## src/rtl/md_pkg.sv

```systemverilog
// Shared definitions for the iterative multiply/divide sequencer.
package md_pkg;

  // Default operand/result width and iteration counter width.
  localparam int XLEN_DEF  = 32;
  localparam int CNT_W_DEF = 6;

  // Operation encodings driven by decode; 2'b11 is reserved and runs as mul.
  localparam logic [1:0] MD_MUL  = 2'b00;
  localparam logic [1:0] MD_DIVU = 2'b01;
  localparam logic [1:0] MD_REMU = 2'b10;

  // Sequencer control states.
  typedef enum logic [1:0] {
    IDLE = 2'd0,
    RUN  = 2'd1,
    DONE = 2'd2
  } md_state_e;

  // True for the operations that use the restoring divider.
  function automatic logic is_div(input logic [1:0] op);
    return (op == MD_DIVU) || (op == MD_REMU);
  endfunction

endpackage

```

## src/rtl/md_datapath.sv

```systemverilog
// Radix-2 shift registers shared by shift-add multiply and restoring divide.
// acc_q  : upper product half / partial remainder
// lo_q   : multiplier (shifted out LSB first) / quotient (shifted in LSB)
// opnd_q : multiplicand / divisor, constant for the whole operation
module md_datapath
  import md_pkg::*;
#(
  parameter int XLEN = XLEN_DEF
) (
  input  logic            clk,
  input  logic            rst,
  input  logic            load,
  input  logic            step,
  input  logic            div_mode,
  input  logic [XLEN-1:0] operand_a,
  input  logic [XLEN-1:0] operand_b,
  output logic [XLEN-1:0] acc_next,
  output logic [XLEN-1:0] lo_next
);

  logic [XLEN-1:0] acc_q, acc_d;
  logic [XLEN-1:0] lo_q, lo_d;
  logic [XLEN-1:0] opnd_q, opnd_d;

  logic [XLEN:0]   mul_sum;
  logic [XLEN:0]   div_shift;
  logic [XLEN:0]   div_diff;
  logic [XLEN-1:0] step_acc;
  logic [XLEN-1:0] step_lo;

  // One iteration of the selected algorithm, computed from the current registers.
  always_comb begin
    mul_sum   = {1'b0, acc_q} + (lo_q[0] ? {1'b0, opnd_q} : {(XLEN+1){1'b0}});
    div_shift = {acc_q, lo_q[XLEN-1]};
    div_diff  = div_shift - {1'b0, opnd_q};
    step_acc  = acc_q;
    step_lo   = lo_q;
    if (div_mode) begin
      // The top bit of the difference is the borrow: keep the difference only without it.
      if (!div_diff[XLEN]) begin
        step_acc = div_diff[XLEN-1:0];
        step_lo  = {lo_q[XLEN-2:0], 1'b1};
      end else begin
        step_acc = div_shift[XLEN-1:0];
        step_lo  = {lo_q[XLEN-2:0], 1'b0};
      end
    end else begin
      // Product {acc, lo} shifts right by one with the partial sum's carry entering at the top.
      step_acc = mul_sum[XLEN:1];
      step_lo  = {mul_sum[0], lo_q[XLEN-1:1]};
    end
  end

  // Register next-state: load operands on acceptance, advance on each step, otherwise hold.
  always_comb begin
    acc_d  = acc_q;
    lo_d   = lo_q;
    opnd_d = opnd_q;
    if (load) begin
      acc_d  = '0;
      lo_d   = div_mode ? operand_a : operand_b;
      opnd_d = div_mode ? operand_b : operand_a;
    end else if (step) begin
      acc_d = step_acc;
      lo_d  = step_lo;
    end
  end

  // Datapath registers with synchronous reset.
  always_ff @(posedge clk) begin
    if (rst) begin
      acc_q  <= '0;
      lo_q   <= '0;
      opnd_q <= '0;
    end else begin
      acc_q  <= acc_d;
      lo_q   <= lo_d;
      opnd_q <= opnd_d;
    end
  end

  // The sequencer captures the post-iteration values on the final step.
  assign acc_next = step_acc;
  assign lo_next  = step_lo;

endmodule

```

## src/rtl/md_sequencer.sv

```systemverilog
// Iterative mul/divu/remu unit beside the execute-stage ALU. Stalls the pipeline
// while running, then presents a registered result with a one-cycle done pulse.
// CNT_W must satisfy 2**CNT_W > XLEN so the counter can hold XLEN-1.
module md_sequencer
  import md_pkg::*;
#(
  parameter int XLEN  = XLEN_DEF,
  parameter int CNT_W = CNT_W_DEF
) (
  input  logic            clk,
  input  logic            rst,
  input  logic            start,
  input  logic [1:0]      op,
  input  logic            flush,
  input  logic [XLEN-1:0] operand_a,
  input  logic [XLEN-1:0] operand_b,
  output logic            busy,
  output logic            stall,
  output logic            done,
  output logic [XLEN-1:0] result
);

  md_state_e       state_q, state_d;
  logic [CNT_W-1:0] cnt_q, cnt_d;
  logic [1:0]      op_q, op_d;
  logic [XLEN-1:0] result_q, result_d;

  logic            accept;
  logic            div_by_zero;
  logic            dp_step;
  logic            dp_div_mode;
  logic [XLEN-1:0] dp_acc_next;
  logic [XLEN-1:0] dp_lo_next;

  // A request is taken only from IDLE and never in the same cycle as a flush.
  assign accept      = (state_q == IDLE) && start && !flush;
  assign div_by_zero = is_div(op) && (operand_b == '0);
  assign dp_step     = (state_q == RUN) && !flush;
  // While loading, the mode follows the incoming op; afterwards the latched op.
  assign dp_div_mode = (state_q == IDLE) ? is_div(op) : is_div(op_q);

  md_datapath #(
    .XLEN(XLEN)
  ) u_datapath (
    .clk      (clk),
    .rst      (rst),
    .load     (accept),
    .step     (dp_step),
    .div_mode (dp_div_mode),
    .operand_a(operand_a),
    .operand_b(operand_b),
    .acc_next (dp_acc_next),
    .lo_next  (dp_lo_next)
  );

  // Next-state, counter and result capture; result changes only when entering DONE.
  always_comb begin
    state_d  = state_q;
    cnt_d    = cnt_q;
    op_d     = op_q;
    result_d = result_q;
    case (state_q)
      IDLE: begin
        if (accept) begin
          op_d  = op;
          cnt_d = CNT_W'(XLEN - 1);
          if (div_by_zero) begin
            // Divide by zero short-circuits: quotient all ones, remainder is the dividend.
            state_d  = DONE;
            result_d = (op == MD_DIVU) ? {XLEN{1'b1}} : operand_a;
          end else begin
            state_d = RUN;
          end
        end
      end
      RUN: begin
        if (flush) begin
          state_d = IDLE;
        end else if (cnt_q == '0) begin
          state_d  = DONE;
          result_d = (op_q == MD_REMU) ? dp_acc_next : dp_lo_next;
        end else begin
          cnt_d = cnt_q - CNT_W'(1);
        end
      end
      DONE: begin
        state_d = IDLE;
      end
      default: begin
        state_d = IDLE;
      end
    endcase
  end

  // Control registers with synchronous reset taking priority over flush and start.
  always_ff @(posedge clk) begin
    if (rst) begin
      state_q  <= IDLE;
      cnt_q    <= '0;
      op_q     <= MD_MUL;
      result_q <= '0;
    end else begin
      state_q  <= state_d;
      cnt_q    <= cnt_d;
      op_q     <= op_d;
      result_q <= result_d;
    end
  end

  // Stall is low in DONE so the held instruction retires alongside the result.
  assign stall  = accept || (state_q == RUN);
  assign busy   = (state_q == RUN) || (state_q == DONE);
  // A flush arriving in DONE cancels the pulse so the aborted instruction never writes back.
  assign done   = (state_q == DONE) && !flush;
  assign result = result_q;

endmodule

```

## config.mk

```make
export PLATFORM = sky130hd
export DESIGN_NAME = md_sequencer
export DESIGN_NICKNAME = d
export VERILOG_FILES = /design/src/rtl/md_pkg.sv /design/src/rtl/md_datapath.sv /design/src/rtl/md_sequencer.sv
export SDC_FILE = /design/constraint.sdc
export NUM_CORES = 1
export LEC_CHECK = 0
export CORE_MARGIN = 3
export CORE_UTILIZATION = 64
export CTS_CLUSTER_SIZE = 16
export DETAILED_ROUTE_END_ITERATION = 7
export PLACE_DENSITY = 0.87
export SYNTH_ARGS = -nofsm -noshare
export SYNTH_HDL_FRONTEND = slang
export SYNTH_SLANG_ARGS = --single-unit
```

## constraint.sdc

```tcl
create_clock -name clk -period 9.2 [get_ports clk]
set_input_delay 1.84 -clock clk [delete_from_list [all_inputs] [get_ports clk]]
set_output_delay 1.84 -clock clk [all_outputs]
set_load 0.02 [all_outputs]
```

Yosys cells after proc, flatten, opt, wreduce, memory -nomap -nowiden
Index checks and enable logic that the tools add are counted.

Register bits after elaboration: 138. Output and inout bits: 35. Input bits: 70. Word-level logic and storage cells: 68.

Add/sub/neg operators: 3. Mux-type cells: 26. Reduce and logical (&&, ||, !) cells: 20. Equal/unequal tests: 12.

Operators with widths (count): 32-bit 2-to-1 mux (14); 32-bit one-hot mux with 2 select lines (1); 32-bit by 33-bit adder with 33-bit output (1); 33-bit by 32-bit subtractor with 33-bit output (1); 32-bit zero test (1); 6-bit 2-to-1 mux (3); 6-bit one-hot mux with 2 select lines (1); 2-bit 2-to-1 mux (4); 2-bit inequality test, second input constant (4); 2-bit by 1-bit equality test with 1-bit output, second input constant (3); 2-bit equality test, second input constant (3); 6-bit zero test (1); 6-bit by 1-bit subtractor with 6-bit output, second input constant (1); 1-bit logical AND (5); 5-bit AND reduction (1); 1-bit logical OR (4); 2-bit one-hot mux with 2 select lines (1); 2-bit AND reduction (2); 4-bit AND reduction (1); 2-bit nonzero test (2); 3-bit by 2-bit inequality test with 1-bit output, second input constant (1); 2-bit zero test (1); 1-bit 2-to-1 mux (2); 2-bit by 1-bit inequality test with 1-bit output, second input constant (1); 2 further kinds (2).

Logic depth before layout (Yosys ltp)
Gate-level depths: netlist of run 1.

Word-level depth: 8. Gate-level depth with buffers: 15. Depth with buffers taken out: 13.

Cells and area by module
From an unflattened synthesis of run 1, not the netlist that was laid out.

Cells, all modules: 1500. Area total of the unflattened synthesis: 11743.8 um^2.

Modules (own cells, without submodules): md_datapath (sequential area each 1921.8 um^2, cells an instance 1191, times used 1, area an instance 9172.5 um^2); md_sequencer (sequential area each 840.8 um^2, cells an instance 309, times used 1, area an instance 2571.2 um^2).

Worst setup path before layout of run 1
No wires, ideal clock.

Kind: input to output. Start point: input flush. End point: output stall. Stages: 3. Buffers on the path: 1. Arrival: 2430 ps. Required time: 7360 ps. Slack: 4930 ps. Path through: nand3b_1 > clkbuf_1 > nand2b_1.

Cells in the longest elaborated chain, start to end: 3.

RTL lines: start, declared (RTL line md_sequencer.sv:14) `input logic flush,`; 1-bit zero test (RTL line md_sequencer.sv:36) `assign accept = (state_q == IDLE) && start && !flush;`; 1-bit logical AND (RTL line md_sequencer.sv:36); 1-bit logical OR (RTL line md_sequencer.sv:111) `assign stall = accept || (state_q == RUN);`; end, declared (RTL line md_sequencer.sv:18) `output logic stall,`.

Every way passes these cells.

Worst setup path in the final report of run 1
Ends and elaborated chain as after synthesis.

==> flow_summary.ini, run 1 <==
[sta]
setup_viol = 0
slew_headroom = 0.328
clock_skew_ns = 0.0113
rsz0062_at_grt = false
timing.fmax_mhz = 183
fin_crit_sh = 0.593
fin_ws_ns = 3.74
hold_viol = 0
period_needed_ns = 5.46
slew_viol_final = 0
max_slew.worst_pin.slew_ns = 0.983
tns_ns = 0

[global_route]
grt_pass1_vias = 11500
grt.overflow.total = 0
antenna_found_initial = 0
track_usage = 0.370
grt_first_pass_wirelength_mm = 59.5
grt_max_degree = 100

[critical_path]
start_kind = input port
r2r_end = u_datapath.acc_q[23]$_SDFFE_PP0P_
worstPathArrival_ns = 3.62
cp_common_cell = clkdlybuf4s50_1
r2r_start = u_datapath.lo_q[31]$_SDFFE_PP0P_
path_cells = clkdlybuf4s50_1, nand3b_1, nand2b_1, clkdlybuf4s50_1
rrSetupSlack_ns = 4.92
end_kind = primary output
critPathRequiredTime_ns = 7.36
critPathKind = input port to primary output
cp_top_family = buffers and inverters
crit_path_top_delay_cell = clkdlybuf4s50_1
critPathBufInv = 2
cp_max_fo = 12
slowest_delay_ns = 0.62
r2r_cells = 14

[clock_tree]
clock_sinks = 138
clock_latency_ns = 0.43
cts-resized-gates = 0
clk_path_buf_depth = 2
numCtsBuffers = 17
cts_tree = yes
post-cts-setup-buffer-count = 0
cts_max_level = 4
root_buffer = clkbuf_16
hold_buffers = 0
clk_pin_slew_ns = 0.06

[yosys]
synth-async-reset-ratio = 0
ys_ff_latch = 138
ys_top_cells_by_area = dfxtp_1 (24%), nand2_1 (8.4%), ha_1 (7.7%)
yosysTopAreaCell = dfxtp_1
post-synth-top-count-cell = nand2_1
ys.warnings.count = 0
synth_top_area_frac = 0.240
seq_area_frac_synth = 0.240
ys_types = 74
synth_common_cells = nand2_1 (257), nor2_1 (192), dfxtp_1 (138)
synthFlopType = dfxtp_1
avgSynthCellArea_um2 = 7.13
syn-num-nets = 1755
synth_edf_count = 0
syn-instance-count = 1612
syn-cell-area_mm2 = 0.0115

[cells_and_area]
drive_above_1_share = 0.0464
diodes = 0
areaGrowthSynthToFinish_pct = 13.6
final_nets = 1767
fin_area_mm2 = 0.0131

[place]
pre_cts_ws_ns = 3.76
gp_congestion = 0.975
numPortBuffers = 104
dpl_cell_area_mm2 = 0.0124
dp.final_hpwl_mm = 27.0

[run_status]
outcome = completed

[drt]
drt-initial-drc-count = 1658
vias_per_cell = 6.77
drc = 0
post_drt_wl_per_cell_um = 20.2
wirelength_mm = 37.6
num_vias = 12600
firstDrtPassIters = 8
postRouteAntennaNets = 0

[min_path]
hold_class = flip-flop to flip-flop
holdPathStages = 2
hp-start = result[11]$_SDFFE_PP0P_
whs_endpoint = result[11]$_SDFFE_PP0P_

[floorplan]
num_rows = 48
io_pins = 105
core_mm2 = 0.0174
start_util = 0.660
die_x_um = 140
die_height_um = 140
die-area_mm2 = 0.0196

[power_and_ir_drop]
power_density_mw_per_mm2 = 208
power_leakage_nw = 5.25
power.total_mw = 2.72
irDropWorstVdd_mv = 0.181

[flow_run]
maxCapViolations = 0
[report_power, final]
part | switching (mW) | internal [mW] | leakage, nW
clock network | 0.281 | 0.437 | 0.293
registers | 0.0767 | 0.665 | 1.13
logic | 0.796 | 0.459 | 3.83
[metal layers]
| layer | GRT usage | share of wire | vias up |
|---|---|---|---|
| met1 | 0.524 | 0.42 | 5872 |
| met3 | 0.0915 | 0.13 | 73 |
| met2 | 0.565 | 0.43 | 792 |
| met4 | 0.0974 | 0.020 | 0 |
| li1 | - | - | 5870 |
| met5 | 0 | 0 | - |
[sequential cells by signal (all words and copies together), names as in the netlist]
signal and flops:
result 32, state_q 2, u_datapath.lo_q 32, u_datapath.opnd_q 32, cnt_q 6, u_datapath.acc_q 32, op_q 2
[cells by family (layout without fill, tap and decap cells)]
group           count (synthesis)  count (layout)  share of synthesized area
fa+ha+maj                      73              73                     0.0807
flops                         138             138                      0.240
xor+xnor                       57              57                     0.0434
compound gates                493             493                      0.295
simple gates                  629             629                      0.240
mux                            42              42                     0.0382
buf+inv                       180             205                     0.0622
[metrics by stage]
| step | cells | hold slack (ns) | utilization |
|---|---|---|---|
| 2_1_floorplan | 1612 | 0.436 | - |
| 4_1_cts | 1862 | 0.453 | 0.750 |
| 3_5_place_dp | 1830 | 0.445 | 0.715 |
| 5_1_grt | 1862 | 0.486 | 0.750 |
| 6_report | 1862 | 0.455 | 0.750 |
| 3_3_place_gp | 1830 | 0.444 | 0.715 |
[cell type report]
class / count / area [um2]
clock buffer: 20 / 447
sequential: 138 / 2760
fill: 1412 / 4360
timing repair buffer: 118 / 1140
clock inverter: 12 / 165
inverter: 55 / 206
multi-input combinational: 1294 / 8050
tap: 225 / 282
[worst max-delay path by stage]
stage / slack (ns) / start / depth (start not counted) / end
floorplan: 4.93 / flush / 3 / stall
global placement: 3.79 / flush / 4 / stall
detailed placement: 3.76 / flush / 4 / stall
CTS: 3.75 / flush / 4 / stall
global route: 3.65 / flush / 4 / stall
finish: 3.74 / flush / 4 / stall
[cell usage in the layout, fill, tap and decap left out, drive strengths merged, types with 14 or more instances in the layout]
master / instances
buf: 15
a211oi: 44
a31oi: 33
xnor2: 35
nand4: 16
nand2: 257
dfxtp: 138
nor3: 32
o211ai: 17
and2: 36
ha: 71
xor2: 22
a311oi: 68
nor4: 14
clkdlybuf4s50: 103
inv: 57
a21o: 30
nand3: 33
nor2: 192
clkbuf: 20
a21oi: 116
o21ai: 80
mux2i: 33
[worst reg2reg max path: cells and delay by family (launching register included)]
| family | cells | cell delay [ns] |
|---|---|---|
| muxes | 1 | 0.36 |
| adders and majority gates | 2 | 0.65 |
| DFF | 1 | 0.38 |
| buffers and inverters | 3 | 0.55 |
| AOI/OAI and AO/OA | 8 | 2.20 |
(Power assumes the default switching activity.)
==> run 2, diff against run 1 <==
--- a/config.mk
+++ b/config.mk
@@ -6,10 +6,10 @@
 export NUM_CORES = 1
 export LEC_CHECK = 0
 export CORE_MARGIN = 3
-export CORE_UTILIZATION = 64
+export CORE_UTILIZATION = 59
 export CTS_CLUSTER_SIZE = 16
 export DETAILED_ROUTE_END_ITERATION = 7
-export PLACE_DENSITY = 0.87
+export PLACE_DENSITY = 0.82
 export SYNTH_ARGS = -nofsm -noshare
 export SYNTH_HDL_FRONTEND = slang
 export SYNTH_SLANG_ARGS = --single-unit
==> constraint.sdc (replaced) <==
create_clock -name clk -period 5.7 [get_ports clk]
set_input_delay 1.14 -clock clk [delete_from_list [all_inputs] [get_ports clk]]
set_output_delay 1.14 -clock clk [all_outputs]
set_load 0.02 [all_outputs]
==> run 2 against run 1 <==
Net effect:
- flip-flop and latch count unchanged
- critical path type is now flip-flop to flip-flop
- critical endpoint is now result[6]$_SDFFE_PP0P_
- first-iteration DRC count rose by 5.6%
- final cell count is 2.1% higher
==> flow_summary.ini, run 2 (synthesized netlist as in run 1, its figures left out) <==
[run_status]
outcome = completed

[drt]
drc = 0
postRouteAntennaNets = 0
wirelength_mm = 39.0
firstDrtPassIters = 7
num_vias = 12500
vias_per_cell = 6.59
drt-initial-drc-count = 1751
post_drt_wl_per_cell_um = 20.5

[global_route]
met3_usage = 0.0791
grt_first_pass_wirelength_mm = 61.0
grt.overflow.total = 0
grt.busiest_layer = met2
antenna_found_initial = 0
grt_pass1_vias = 11600
track_usage = 0.352
grt_max_degree = 86
use_met2 = 0.537
met1_usage = 0.495

[floorplan]
num_rows = 50
core_mm2 = 0.0190
die-area_mm2 = 0.0212
io_pins = 105
start_util = 0.607
die_height_um = 146
die_x_um = 146

[critical_path]
end_kind = flip-flop
crit_path_top_delay_cell = o211a_1
start_kind = flip-flop
critPathRequiredTime_ns = 5.97
critPathKind = flip-flop to flip-flop
worstPathArrival_ns = 4.39
slowest_delay_ns = 0.71
cp_max_fo = 18
cp_common_cell = a21oi_1
path_cells = inv_1, ha_1, fa_1, inv_1, a21oi_1, o221ai_2, a211o_1, a21boi_1, a21oi_1, o211a_1, buf_4, mux2_2, o211ai_1, a21oi_1

[clock_tree]
clock_sinks = 138
cts_max_level = 4
hold_buffers = 0
clk_pin_slew_ns = 0.06
clk_path_buf_depth = 2
numCtsBuffers = 17
clock_latency_ns = 0.42
post-cts-setup-buffer-count = 0
cts_tree = yes
root_buffer = clkbuf_16
cts-resized-gates = 0

[place]
dp.cells = 1870
dp.final_hpwl_mm = 27.9
pre_cts_ws_ns = 1.55
gp_congestion = 0.966
numPortBuffers = 104
dpl_cell_area_mm2 = 0.0125

[sta]
rsz0062_at_grt = false
slew_viol_final = 0
fin_ws_ns = 1.58
period_needed_ns = 4.12
clock_skew_ns = 0.00900
max_slew.worst_pin.slew_ns = 1.04
setup_viol = 0
hold_viol = 0
timing.fmax_mhz = 243
fin_crit_sh = 0.723
slew_headroom = 0.285
tns_ns = 0

[cells_and_area]
drive_above_1_share = 0.0505
fin_cells = 1902
fillers = 1561
seq_area_mm2 = 0.00276
final_nets = 1772
fin_area_mm2 = 0.0132
mostFrequentLayoutCell = nand2_1
areaGrowthSynthToFinish_pct = 14.9
diodes = 0
layout_common_cells = nand2_1 (257), nor2_1 (192), dfxtp_1 (138)
multiInputGateArea_mm2 = 0.00805

[power_and_ir_drop]
power_density_mw_per_mm2 = 343
power_leakage_nw = 5.30
power.total_mw = 4.53
irDropWorstVdd_mv = 0.299

[flow_run]
maxCapViolations = 0

[min_path]
hold_class = flip-flop to flip-flop
## run 2: changes by cell type in the layout (fill, tap and decap cells not counted)
| cell | change |
|---|---|
| inv_8 | -1 |
| inv_6 | +2 |
| buf_12 | +1 |
| bufinv_16 | +2 |
| clkinv_4 | -2 |
| clkbuf_1 | -2 |
| clkbuf_8 | +1 |
| buf_4 | +4 |
## run 2: critical path: cells and delay by family (launching register included)
| kind | cells | cell delay, ns |
|---|---|---|
| DFF | 1 | 0.37 |
| muxes | 1 | 0.37 |
| adders and majority gates | 2 | 0.64 |
| AOI/OAI and AO/OA | 8 | 2.04 |
| buffers and inverters | 3 | 0.53 |
## run 2: per-layer routing
layer | vias to the layer above | part of all wire
met5 | - | 0
met4 | 0 | 0.028
met3 | 106 | 0.13
met2 | 801 | 0.44
met1 | 5766 | 0.41
li1 | 5870 | -
## run 2: final cells by class
class                           count  share of cell area
Clock inverter                     13              0.0162
Inverter                           55              0.0156
Tap cell                          260              0.0246
Timing Repair Buffer              123              0.0904
Multi-Input combinational cell   1294               0.610
Clock buffer                       19              0.0343
Sequential cell                   138               0.209
## run 2: power by group
part	switching (mW)	internal, mW	total [mW]
registers	0.127	1.07	1.20
clock network	0.450	0.805	1.26
logic	1.31	0.758	2.07
## run 2: metrics by stage
stage	hold slack, ns	utilization
after CTS	0.463	0.697
after global routing	0.469	0.697
after detailed placement	0.443	0.662
final	0.466	0.697
after floorplan	0.436	-
after global placement	0.439	0.662
## run 2: worst paths after layout
kind	from	endpoint	slack (ns)	cells past startpoint
setup / recovery	u_datapath.lo_q[31]$_SDFFE_PP0P_	result[6]$_SDFFE_PP0P_	1.58	14
hold / removal	result[11]$_SDFFE_PP0P_	result[11]$_SDFFE_PP0P_	0.47	2
setup reg to reg	u_datapath.lo_q[31]$_SDFFE_PP0P_	result[6]$_SDFFE_PP0P_	1.58	14
hold reg to reg	result[11]$_SDFFE_PP0P_	result[11]$_SDFFE_PP0P_	0.47	2
